[src/rtl/mips_rtype_pipe.sv]
// mips_rtype_pipe: two-stage (ID, EX/WB) R-type MIPS execution core.
// Valid/ready input handshake, output backpressure, EX-to-ID forwarding,
// register preload port, illegal-instruction flag and retired counter.
module mips_rtype_pipe #(
    parameter int unsigned DATA_W   = 32,
    parameter int unsigned NUM_REGS = 32
) (
    input  logic              clk,
    input  logic              reset,
    input  logic              in_valid,
    output logic              in_ready,
    input  logic [31:0]       instruction,
    input  logic              ld_en,
    input  logic [4:0]        ld_addr,
    input  logic [DATA_W-1:0] ld_data,
    output logic              out_valid,
    input  logic              out_ready,
    output logic [DATA_W-1:0] result,
    output logic [4:0]        out_rd,
    output logic              out_illegal,
    output logic [DATA_W-1:0] instr_count
);

    localparam int unsigned SH_W = $clog2(DATA_W);

    localparam logic [5:0] F_ADD  = 6'b100000;
    localparam logic [5:0] F_SUB  = 6'b100010;
    localparam logic [5:0] F_AND  = 6'b100100;
    localparam logic [5:0] F_OR   = 6'b100101;
    localparam logic [5:0] F_XOR  = 6'b100110;
    localparam logic [5:0] F_NOR  = 6'b100111;
    localparam logic [5:0] F_SLT  = 6'b101010;
    localparam logic [5:0] F_SLTU = 6'b101011;
    localparam logic [5:0] F_SLL  = 6'b000000;
    localparam logic [5:0] F_SRL  = 6'b000010;
    localparam logic [5:0] F_SRA  = 6'b000011;

    // Register file
    logic [DATA_W-1:0] rf_q [NUM_REGS];
    logic [DATA_W-1:0] rf_d [NUM_REGS];

    // ID/EX pipeline register
    logic              ex_valid_q, ex_valid_d;
    logic              ex_legal_q, ex_legal_d;
    logic [5:0]        ex_funct_q, ex_funct_d;
    logic [4:0]        ex_rd_q,    ex_rd_d;
    logic [DATA_W-1:0] ex_a_q,     ex_a_d;
    logic [DATA_W-1:0] ex_b_q,     ex_b_d;

    // Output / commit registers
    logic              out_valid_q,   out_valid_d;
    logic [DATA_W-1:0] result_q,      result_d;
    logic [4:0]        out_rd_q,      out_rd_d;
    logic              out_illegal_q, out_illegal_d;
    logic [DATA_W-1:0] count_q,       count_d;

    logic              stall;
    logic              commit;
    logic              ex_wr;
    logic [DATA_W-1:0] alu_res;
    logic [SH_W-1:0]   shamt_sel;

    logic [5:0]        dec_op, dec_funct;
    logic [4:0]        dec_rs, dec_rt, dec_rd, dec_shamt;
    logic              dec_legal, dec_shift;
    logic [DATA_W-1:0] rs_val, rt_val;
    logic [31:0]       sh32;

    assign stall     = out_valid_q & ~out_ready;
    assign in_ready  = ~stall;
    assign commit    = ex_valid_q & ~stall;
    // EX result is architecturally visible (forwardable / writable) only for
    // legal instructions targeting a real, non-zero register.
    assign ex_wr     = ex_valid_q & ex_legal_q & (ex_rd_q != 5'd0) &
                       (32'(ex_rd_q) < NUM_REGS);
    assign shamt_sel = ex_b_q[SH_W-1:0];

    assign out_valid   = out_valid_q;
    assign result      = result_q;
    assign out_rd      = out_rd_q;
    assign out_illegal = out_illegal_q;
    assign instr_count = count_q;

    // EX-stage ALU; illegal instructions produce zero
    always_comb begin
        alu_res = '0;
        case (ex_funct_q)
            F_ADD:   alu_res = ex_a_q + ex_b_q;
            F_SUB:   alu_res = ex_a_q - ex_b_q;
            F_AND:   alu_res = ex_a_q & ex_b_q;
            F_OR:    alu_res = ex_a_q | ex_b_q;
            F_XOR:   alu_res = ex_a_q ^ ex_b_q;
            F_NOR:   alu_res = ~(ex_a_q | ex_b_q);
            F_SLT:   alu_res = {{(DATA_W-1){1'b0}}, ($signed(ex_a_q) < $signed(ex_b_q))};
            F_SLTU:  alu_res = {{(DATA_W-1){1'b0}}, (ex_a_q < ex_b_q)};
            F_SLL:   alu_res = ex_a_q << shamt_sel;
            F_SRL:   alu_res = ex_a_q >> shamt_sel;
            F_SRA:   alu_res = $unsigned($signed(ex_a_q) >>> shamt_sel);
            default: alu_res = '0;
        endcase
        if (!ex_legal_q) begin
            alu_res = '0;
        end
    end

    // ID-stage decode, register read with EX forwarding, operand selection
    always_comb begin
        dec_op    = instruction[31:26];
        dec_rs    = instruction[25:21];
        dec_rt    = instruction[20:16];
        dec_rd    = instruction[15:11];
        dec_shamt = instruction[10:6];
        dec_funct = instruction[5:0];
        dec_shift = ~dec_funct[5];

        dec_legal = 1'b0;
        if (dec_op == 6'd0) begin
            case (dec_funct)
                F_ADD, F_SUB, F_AND, F_OR, F_XOR, F_NOR,
                F_SLT, F_SLTU, F_SLL, F_SRL, F_SRA: dec_legal = 1'b1;
                default:                            dec_legal = 1'b0;
            endcase
        end

        rs_val = '0;
        rt_val = '0;
        for (int unsigned i = 1; i < NUM_REGS; i++) begin
            if (32'(dec_rs) == i) rs_val = rf_q[i];
            if (32'(dec_rt) == i) rt_val = rf_q[i];
        end
        if (ex_wr && (ex_rd_q == dec_rs)) rs_val = alu_res;
        if (ex_wr && (ex_rd_q == dec_rt)) rt_val = alu_res;

        sh32 = 32'(dec_shamt) % DATA_W;
    end

    // ID/EX register next state: load on accept, hold while stalled
    always_comb begin
        ex_valid_d = ex_valid_q;
        ex_legal_d = ex_legal_q;
        ex_funct_d = ex_funct_q;
        ex_rd_d    = ex_rd_q;
        ex_a_d     = ex_a_q;
        ex_b_d     = ex_b_q;
        if (!stall) begin
            ex_valid_d = in_valid;
            if (in_valid) begin
                ex_legal_d = dec_legal;
                ex_funct_d = dec_funct;
                ex_rd_d    = dec_rd;
                ex_a_d     = dec_shift ? rt_val : rs_val;
                ex_b_d     = dec_shift ? DATA_W'(sh32) : rt_val;
            end
        end
    end

    // Output registers and retired counter: update on commit, hold on stall
    always_comb begin
        out_valid_d   = stall ? out_valid_q : ex_valid_q;
        result_d      = result_q;
        out_rd_d      = out_rd_q;
        out_illegal_d = out_illegal_q;
        count_d       = count_q;
        if (commit) begin
            result_d      = alu_res;
            out_rd_d      = ex_rd_q;
            out_illegal_d = ~ex_legal_q;
            count_d       = count_q + DATA_W'(1);
        end
    end

    // Register file next state: preload first, pipeline write takes priority
    always_comb begin
        for (int unsigned i = 0; i < NUM_REGS; i++) begin
            rf_d[i] = rf_q[i];
        end
        for (int unsigned i = 1; i < NUM_REGS; i++) begin
            if (ld_en && (32'(ld_addr) == i)) rf_d[i] = ld_data;
            if (commit && ex_wr && (32'(ex_rd_q) == i)) rf_d[i] = alu_res;
        end
        rf_d[0] = '0;
    end

    // Register file state
    always_ff @(posedge clk) begin
        if (reset) begin
            for (int unsigned i = 0; i < NUM_REGS; i++) begin
                rf_q[i] <= '0;
            end
        end else begin
            for (int unsigned i = 0; i < NUM_REGS; i++) begin
                rf_q[i] <= rf_d[i];
            end
        end
    end

    // Pipeline and output state
    always_ff @(posedge clk) begin
        if (reset) begin
            ex_valid_q    <= 1'b0;
            ex_legal_q    <= 1'b0;
            ex_funct_q    <= '0;
            ex_rd_q       <= '0;
            ex_a_q        <= '0;
            ex_b_q        <= '0;
            out_valid_q   <= 1'b0;
            result_q      <= '0;
            out_rd_q      <= '0;
            out_illegal_q <= 1'b0;
            count_q       <= '0;
        end else begin
            ex_valid_q    <= ex_valid_d;
            ex_legal_q    <= ex_legal_d;
            ex_funct_q    <= ex_funct_d;
            ex_rd_q       <= ex_rd_d;
            ex_a_q        <= ex_a_d;
            ex_b_q        <= ex_b_d;
            out_valid_q   <= out_valid_d;
            result_q      <= result_d;
            out_rd_q      <= out_rd_d;
            out_illegal_q <= out_illegal_d;
            count_q       <= count_d;
        end
    end

endmodule
[config.mk]
export PLATFORM = sky130hd
export DESIGN_NAME = mips_rtype_pipe
export DESIGN_NICKNAME = d
export VERILOG_FILES = /design/src/rtl/mips_rtype_pipe.sv
export SDC_FILE = /design/constraint.sdc
export NUM_CORES = 2
export LEC_CHECK = 0
export CAP_MARGIN = 20
export CELL_PAD_IN_SITES_DETAIL_PLACEMENT = 0
export CELL_PAD_IN_SITES_GLOBAL_PLACEMENT = 2
export CORE_AREA = 8 8 368 550
export DETAILED_ROUTE_END_ITERATION = 10
export DIE_AREA = 0 0 376 558
export HOLD_SLACK_MARGIN = 0.1
export MAX_ROUTING_LAYER = met4
export PLACE_DENSITY = 0.81
export SETUP_SLACK_MARGIN = 0.1
export SYNTH_ARGS = -nofsm -noshare
export SYNTH_HDL_FRONTEND = slang
export SYNTH_SLANG_ARGS = --single-unit
[constraint.sdc]
create_clock -name clk -period 5.2 [get_ports clk]
set_input_delay 0.78 -clock clk [delete_from_list [all_inputs] [get_ports clk]]
set_output_delay 0.78 -clock clk [all_outputs]
set_load 0.02 [all_outputs]
## After elaboration in Yosys (flattened, before gate mapping)

Memories as Yosys holds them, arrays and structs flattened.
Index checks and enable logic that the tools add are counted.

- Output and inout bits: 72
- Memory bits (writable): 1,024
- Memories kept: 1
- Input port bits: 74
- Register bits: 148
- Logic and storage cells: 447

Memories:

| memory | words | bits a word | read ports | clocked after Yosys merged registers in | write ports | line | text |
|---|---|---|---|---|---|---|---|
| rf_q | 32 | 32 | 31 | 0 | 32 | 39 | `logic [DATA_W-1:0] rf_q [NUM_REGS];` |

- Shift operators: 3
- Add/subtract/negate cells: 3
- Reductions and logical operators: 71
- Magnitude comparators: 2
- Bitwise logic cells: 43
- Equality and inequality tests: 146
- Mux-type cells: 167

Operators with widths:

| operator | number |
|---|---|
| 32-bit 2-to-1 mux | 161 |
| 32-bit one-hot mux with 11 select lines | 1 |
| 5-bit equality test, second input constant | 64 |
| 5-bit by 4-bit equality test with 1-bit output, second input constant | 32 |
| 6-bit equality test, second input constant | 16 |
| 5-bit by 3-bit equality test with 1-bit output, second input constant | 16 |
| 1-bit logical AND | 65 |
| 32-bit less-than comparator | 2 |
| 5-bit by 2-bit equality test with 1-bit output, second input constant | 8 |
| 32-bit by 1-bit adder with 32-bit output, second input constant | 1 |
| 32-bit adder | 1 |
| 32-bit AND | 1 |
| 32-bit inverter | 1 |
| 1-bit OR | 32 |
| 32-bit OR | 1 |
| 32-bit by 5-bit << shifter with 32-bit output | 1 |
| 32-bit by 5-bit right shift with 32-bit output | 1 |
| 32-bit by 5-bit >>> shifter with 32-bit output | 1 |
| 32-bit subtractor | 1 |
| 32-bit bitwise XOR | 1 |
| 6-bit by 2-bit equality test with 1-bit output, second input constant | 4 |
| 5-bit by 1-bit equality test with 1-bit output, second input constant | 4 |
| 6-bit zero test | 3 |
| 11-bit OR reduction | 1 |
| other kinds (6) | 16 |

## Depth between registers and ports, before layout

- Depth in word-level cells: 34
- Gate-level depth with buffers: 18
- Mapped depth without buffers: 13

## Least setup slack after synthesis

OpenSTA, ideal clock, no wires.

- Path kind: register to register
- Start: reg ex_b_q[1]
- End: mem rf_q[10][21] (netlist: rf_q[0][341])
- Cell stages (with the launch flop): 19
- Data arrival time: 4.019 ns
- Period minus slack after synthesis: 4.105 ns
- Data required time: 5.114 ns
- Slack: 1.095 ns
- Library setup time: 0.086 ns
- Path buffers: 6
- Path through: dfxtp_1 buf_4 buf_2 buf_2 buf_2 inv_1 ha_1 a21oi_1 o221ai_1 a2111o_1 a2111oi_1 nor3_1 o21a_1 o31ai_1 and2_1 buf_2 buf_4 nor2_1 a211oi_1

RTL lines:

| element | line | text |
|---|---|---|
| start, declared | 48 | `logic [DATA_W-1:0] ex_b_q, ex_b_d;` |
| start signal, assigned | 205 | `ex_b_q <= '0;` |
| start signal, assigned | 217 | `ex_b_q <= ex_b_d;` |
| end, declared | 39 |  |

==> results.json <==
{
  "dp.cells": 11800,
  "dieWidth_um": 376,
  "status": "complete, no violations",
  "antenna_found_initial": 36,
  "overflow": 0,
  "min_period_ns": 4.88,
  "drc": 0,
  "synth_edf_count": 0,
  "end_kind": "flip-flop",
  "crit_fanout": 31,
  "timing.fmax_mhz": 205,
  "p_sw_mw": 7.29,
  "synth_area_um2": 75400,
  "hold_viol_final": 0,
  "postCtsSetupBuffers": 0,
  "rsz0062_at_grt": "no",
  "design.die.area_um2": 210000,
  "slew_viol_final": 0,
  "grt_pass1_wl_um": 666000,
  "syn_to_final_growth_pct": 16.2,
  "numCtsBuffers": 117,
  "syn_area_per_cell_um2": 8.04,
  "holdPathStages": 2,
  "synth_cell_types": 102,
  "clk_pin_slew_worst_paths_ns": 0.07,
  "fin_area_um2": 87600,
  "synth_top_flop_cell": "dfxtp_1",
  "worstReg2RegStart": "ex_b_q[3]$_SDFFE_PP0P_",
  "port_buffers": 145,
  "grt_pass1_vias": 79300,
  "power.share.sequential_pct": 39.6,
  "cts-root-buf": "clkbuf_16",
  "ys_seq_area_share_pct": 30.3,
  "multi_input_area_um2": 48500,
  "hold_path_class": "reg -> reg",
  "drt_iter0_drc": 11100,
  "synth_warnings": 0,
  "p_int_mw": 15.3,
  "core_um2": 195000,
  "clkSinkCount": 1140,
  "ant_nets": 0,
  "grt_start_max_net_pins": 174,
  "rr_worst_depth": 15,
  "ctsHoldBuffers": 0,
  "ios": 146,
  "rows": 199,
  "power_frac_clock_pct": 41.6,
  "die_h_um": 558,
  "dpl.hpwl_um": 365000,
  "whs_ns": 0.455,
  "place_area_um2": 83200,
  "slew_headroom_pct": 13.3,
  "holdPathEnd": "result[12]$_SDFFE_PP0P_",
  "clockBufferDepth": 3,
  "htreeDepth": 3,
  "cts_resized": 0,
  "synth-async-reset-ratio_pct": 0,
  "tritoncts": "built",
  "wl_per_cell_um": 40.4,
  "final.setup_skew_ns": 0.0313,
  "area.sequential_um2": 22800,
  "ir_drop_v": 0.000270,
  "clock_latency_ns": 0.81,
  "maxCapViolCount": 0,
  "viasPerCell": 6.96,
  "finalNonFillerCells": 12100,
  "critical_path_class": "reg -> reg",
  "cp.arrival_ns": 5.55,
  "syn_inst": 9369,
  "track_usage_pct": 45.6,
  "drtPass1Iterations": 10,
  "switching_share_pct": 32.2,
  "min-delay-start": "result[12]$_SDFFE_PP0P_",
  "min_period_over_period_pct": 93.8,
  "drive_gt1_share_pct": 14.7,
  "worst_pin_slew_ns": 1.30,
  "vias": 84100,
  "reg2reg_slack_ns": 0.32,
  "gp_congestion": 1.07,
  "powerDensity_nw_per_um2": 258,
  "tns_ns": 0,
  "drt-total-wl_um": 488000,
  "yosys_register_bits": 1140,
  "n_fill_cell": 19600,
  "start_util_pct": 38.7,
  "p_leak_nw": 33.9,
  "synth_nets": 9543,
  "cp-start-kind": "flip-flop",
  "layout.nets": 9510,
  "timing.rr.end": "rf_q[0][831]$_SDFFE_PP0P_",
  "p_comb_share_pct": 18.8,
  "finalSetupViolCount": 0,
  "cp.required_ns": 5.87
}
-- how the worst max path moves through the flow --
| stage | startpoint | to | slack, ns | depth (start not counted) |
|---|---|---|---|---|
| 2_1_floorplan | ex_b_q[1]$_SDFFE_PP0P_ | rf_q[0][341]$_SDFFE_PP0P_ | 1.10 | 18 |
| 3_3_place_gp | instruction[24] | ex_a_q[22]$_SDFFE_PP0P_ | 0.25 | 13 |
| 3_5_place_dp | instruction[24] | ex_a_q[1]$_SDFFE_PP0P_ | 0.28 | 15 |
| 4_1_cts | ex_b_q[0]$_SDFFE_PP0P_ | ex_a_q[3]$_SDFFE_PP0P_ | 0.27 | 10 |
| 5_1_grt | ex_a_q[11]$_SDFFE_PP0P_ | rf_q[0][156]$_SDFFE_PP0P_ | 0.13 | 15 |
| 6_report | ex_b_q[3]$_SDFFE_PP0P_ | rf_q[0][831]$_SDFFE_PP0P_ | 0.32 | 15 |
-- flip-flops by register name, indices dropped and copies added, names as in the netlist --
| signal | count |
|---|---|
| ex_a_q | 32 |
| ex_b_q | 32 |
| ex_funct_q | 6 |
| ex_legal_q | 1 |
| ex_rd_q | 5 |
| ex_valid_q | 1 |
| instr_count | 32 |
| out_illegal | 1 |
| out_rd | 5 |
| out_valid | 1 |
| result | 32 |
| rf_q | 992 |
-- layout by cell type, fill, tap and decap left out, types with 28 or more instances in the layout --
cell type        netlist  layout
diode_2                0      32
or3_1                 29      28
a221oi_1             107     107
inv_1                125     124
o22ai_1              215     215
mux2i_1              858     858
ha_1                  98      98
a21oi_1              441     439
o21ai_0              456     454
nand2_1              551     513
nand2b_1              48      47
xor2_1                34      34
dfxtp_1             1140    1136
nand4_1               55      55
a211oi_1            1034    1033
nand3_1              190     190
buf_12                 2      91
clkbuf_16              0     121
nor4_1                45      42
a222oi_1              41      41
buf_4                 13     663
a31oi_1               54      48
nor2b_1              139     134
mux4_2                70      70
nor2_1              1278    1235
clkdlybuf4s50_1        0     135
mux2_2               163     163
a22oi_1              250     250
and3_1                43      43
o32ai_1               44      44
a22o_1                34      34
o211ai_1              50      50
nor3_1               135     128
nand2_2                0      37
o221ai_1              57      57
-- power groups by stage --
stage | Clock, mW | Combinational, mW | Sequential (mW)
finish | 9.41 | 4.24 | 8.97
CTS | 9.45 | 4.04 | 8.96
floorplan | 0 | 2.00 | 9.10
detailed placement | 0 | 4.03 | 9.16
global placement | 0 | 4.03 | 9.16
global route | 9.74 | 4.26 | 8.97
-- cell usage after synthesis (29+ instances only) --
| cell | count | area, µm² |
|---|---|---|
| and3_1 | 43 | 269 |
| a221oi_1 | 107 | 937 |
| a211oi_1 | 1034 | 7760 |
| a21oi_1 | 441 | 2210 |
| nor2_1 | 1278 | 4800 |
| a222oi_1 | 41 | 410 |
| buf_2 | 115 | 576 |
| inv_1 | 125 | 469 |
| nor4_1 | 45 | 282 |
| buf_1 | 62 | 233 |
| a22oi_1 | 250 | 1880 |
| nand4_1 | 55 | 344 |
| clkbuf_1 | 856 | 3210 |
| nand3_1 | 190 | 951 |
| nand2_1 | 551 | 2070 |
| o22ai_1 | 215 | 1350 |
| a31oi_1 | 54 | 338 |
| mux4_2 | 70 | 1580 |
| a22o_1 | 34 | 298 |
| nor2b_1 | 139 | 870 |
| mux2_2 | 163 | 1840 |
| or3_1 | 29 | 181 |
| nand2b_1 | 48 | 300 |
| dfxtp_1 | 1140 | 22800 |
| mux2i_1 | 858 | 8590 |
| nor3_1 | 135 | 676 |
| o221ai_1 | 57 | 499 |
| xor2_1 | 34 | 298 |
| o21ai_0 | 456 | 2280 |
| o32ai_1 | 44 | 385 |
| o211ai_1 | 50 | 375 |
| ha_1 | 98 | 1230 |
-- final cells by class --
type                    instances  area share [%]
well taps                    2613            3.73
repair buffers                904            9.49
inverters                     132           0.569
multi-input cells            7041            55.4
clock inverters                54           0.765
diodes                         32          0.0915
clock buffers                 166            3.91
flip-flops and latches       1140            26.1
-- kinds of logic (layout without fill, tap and decap cells) --
group,Yosys count,in the layout,synth area share (%)
AOI/OAI and AO/OA,3149,3149,29.1
xor gates and xnor gates,55,55,0.639
adders and majority gates,100,100,1.68
buffers and inverters,1188,1256,6.29
DFF,1140,1140,30.3
muxes,1109,1109,16.5
other,0,32,0
and+or+nand+nor,2628,2628,15.4
-- stage by stage --
| stage | worst slack [ns] | utilization (%) | power (mW) |
|---|---|---|---|
| after floorplan | 1.10 | - | 11.1 |
| after global placement | 0.248 | 42.7 | 13.2 |
| after detailed placement | 0.275 | 42.7 | 13.2 |
| after CTS | 0.275 | 44.9 | 22.5 |
| after global routing | 0.131 | 45.0 | 23.0 |
| final | 0.320 | 45.0 | 22.6 |
-- per-layer routing --
| metal | share of wire (%) | vias up | GRT usage, % | wire [µm] |
|---|---|---|---|---|
| met2 | 47 | 5615 | 74.3 | 228000 |
| met1 | 33 | 40900 | 44.9 | 160000 |
| met5 | 0 | - | - | 0 |
| li1 | - | 35200 | - | - |
| met3 | 7.3 | 2306 | 8.36 | 35800 |
| met4 | 13 | 0 | 46.0 | 64600 |
-- critical path: stages, from the launching register on --
cell and delay [ns]:
dfxtp_2 0.43, clkinv_1 0.14, ha_1 0.40, a21oi_1 0.26, o221ai_1 0.23, a2111o_1 0.75
buf_4 0.33, a211oi_1 0.56, buf_4 0.22, nor3_1 0.06, nor4_1 0.23, o21a_1 0.19
o31a_2 0.27, buf_12 0.24, nor2_1 0.06, a211oi_1 0.33
No activity file was read; power rests on OpenSTA's default activity.
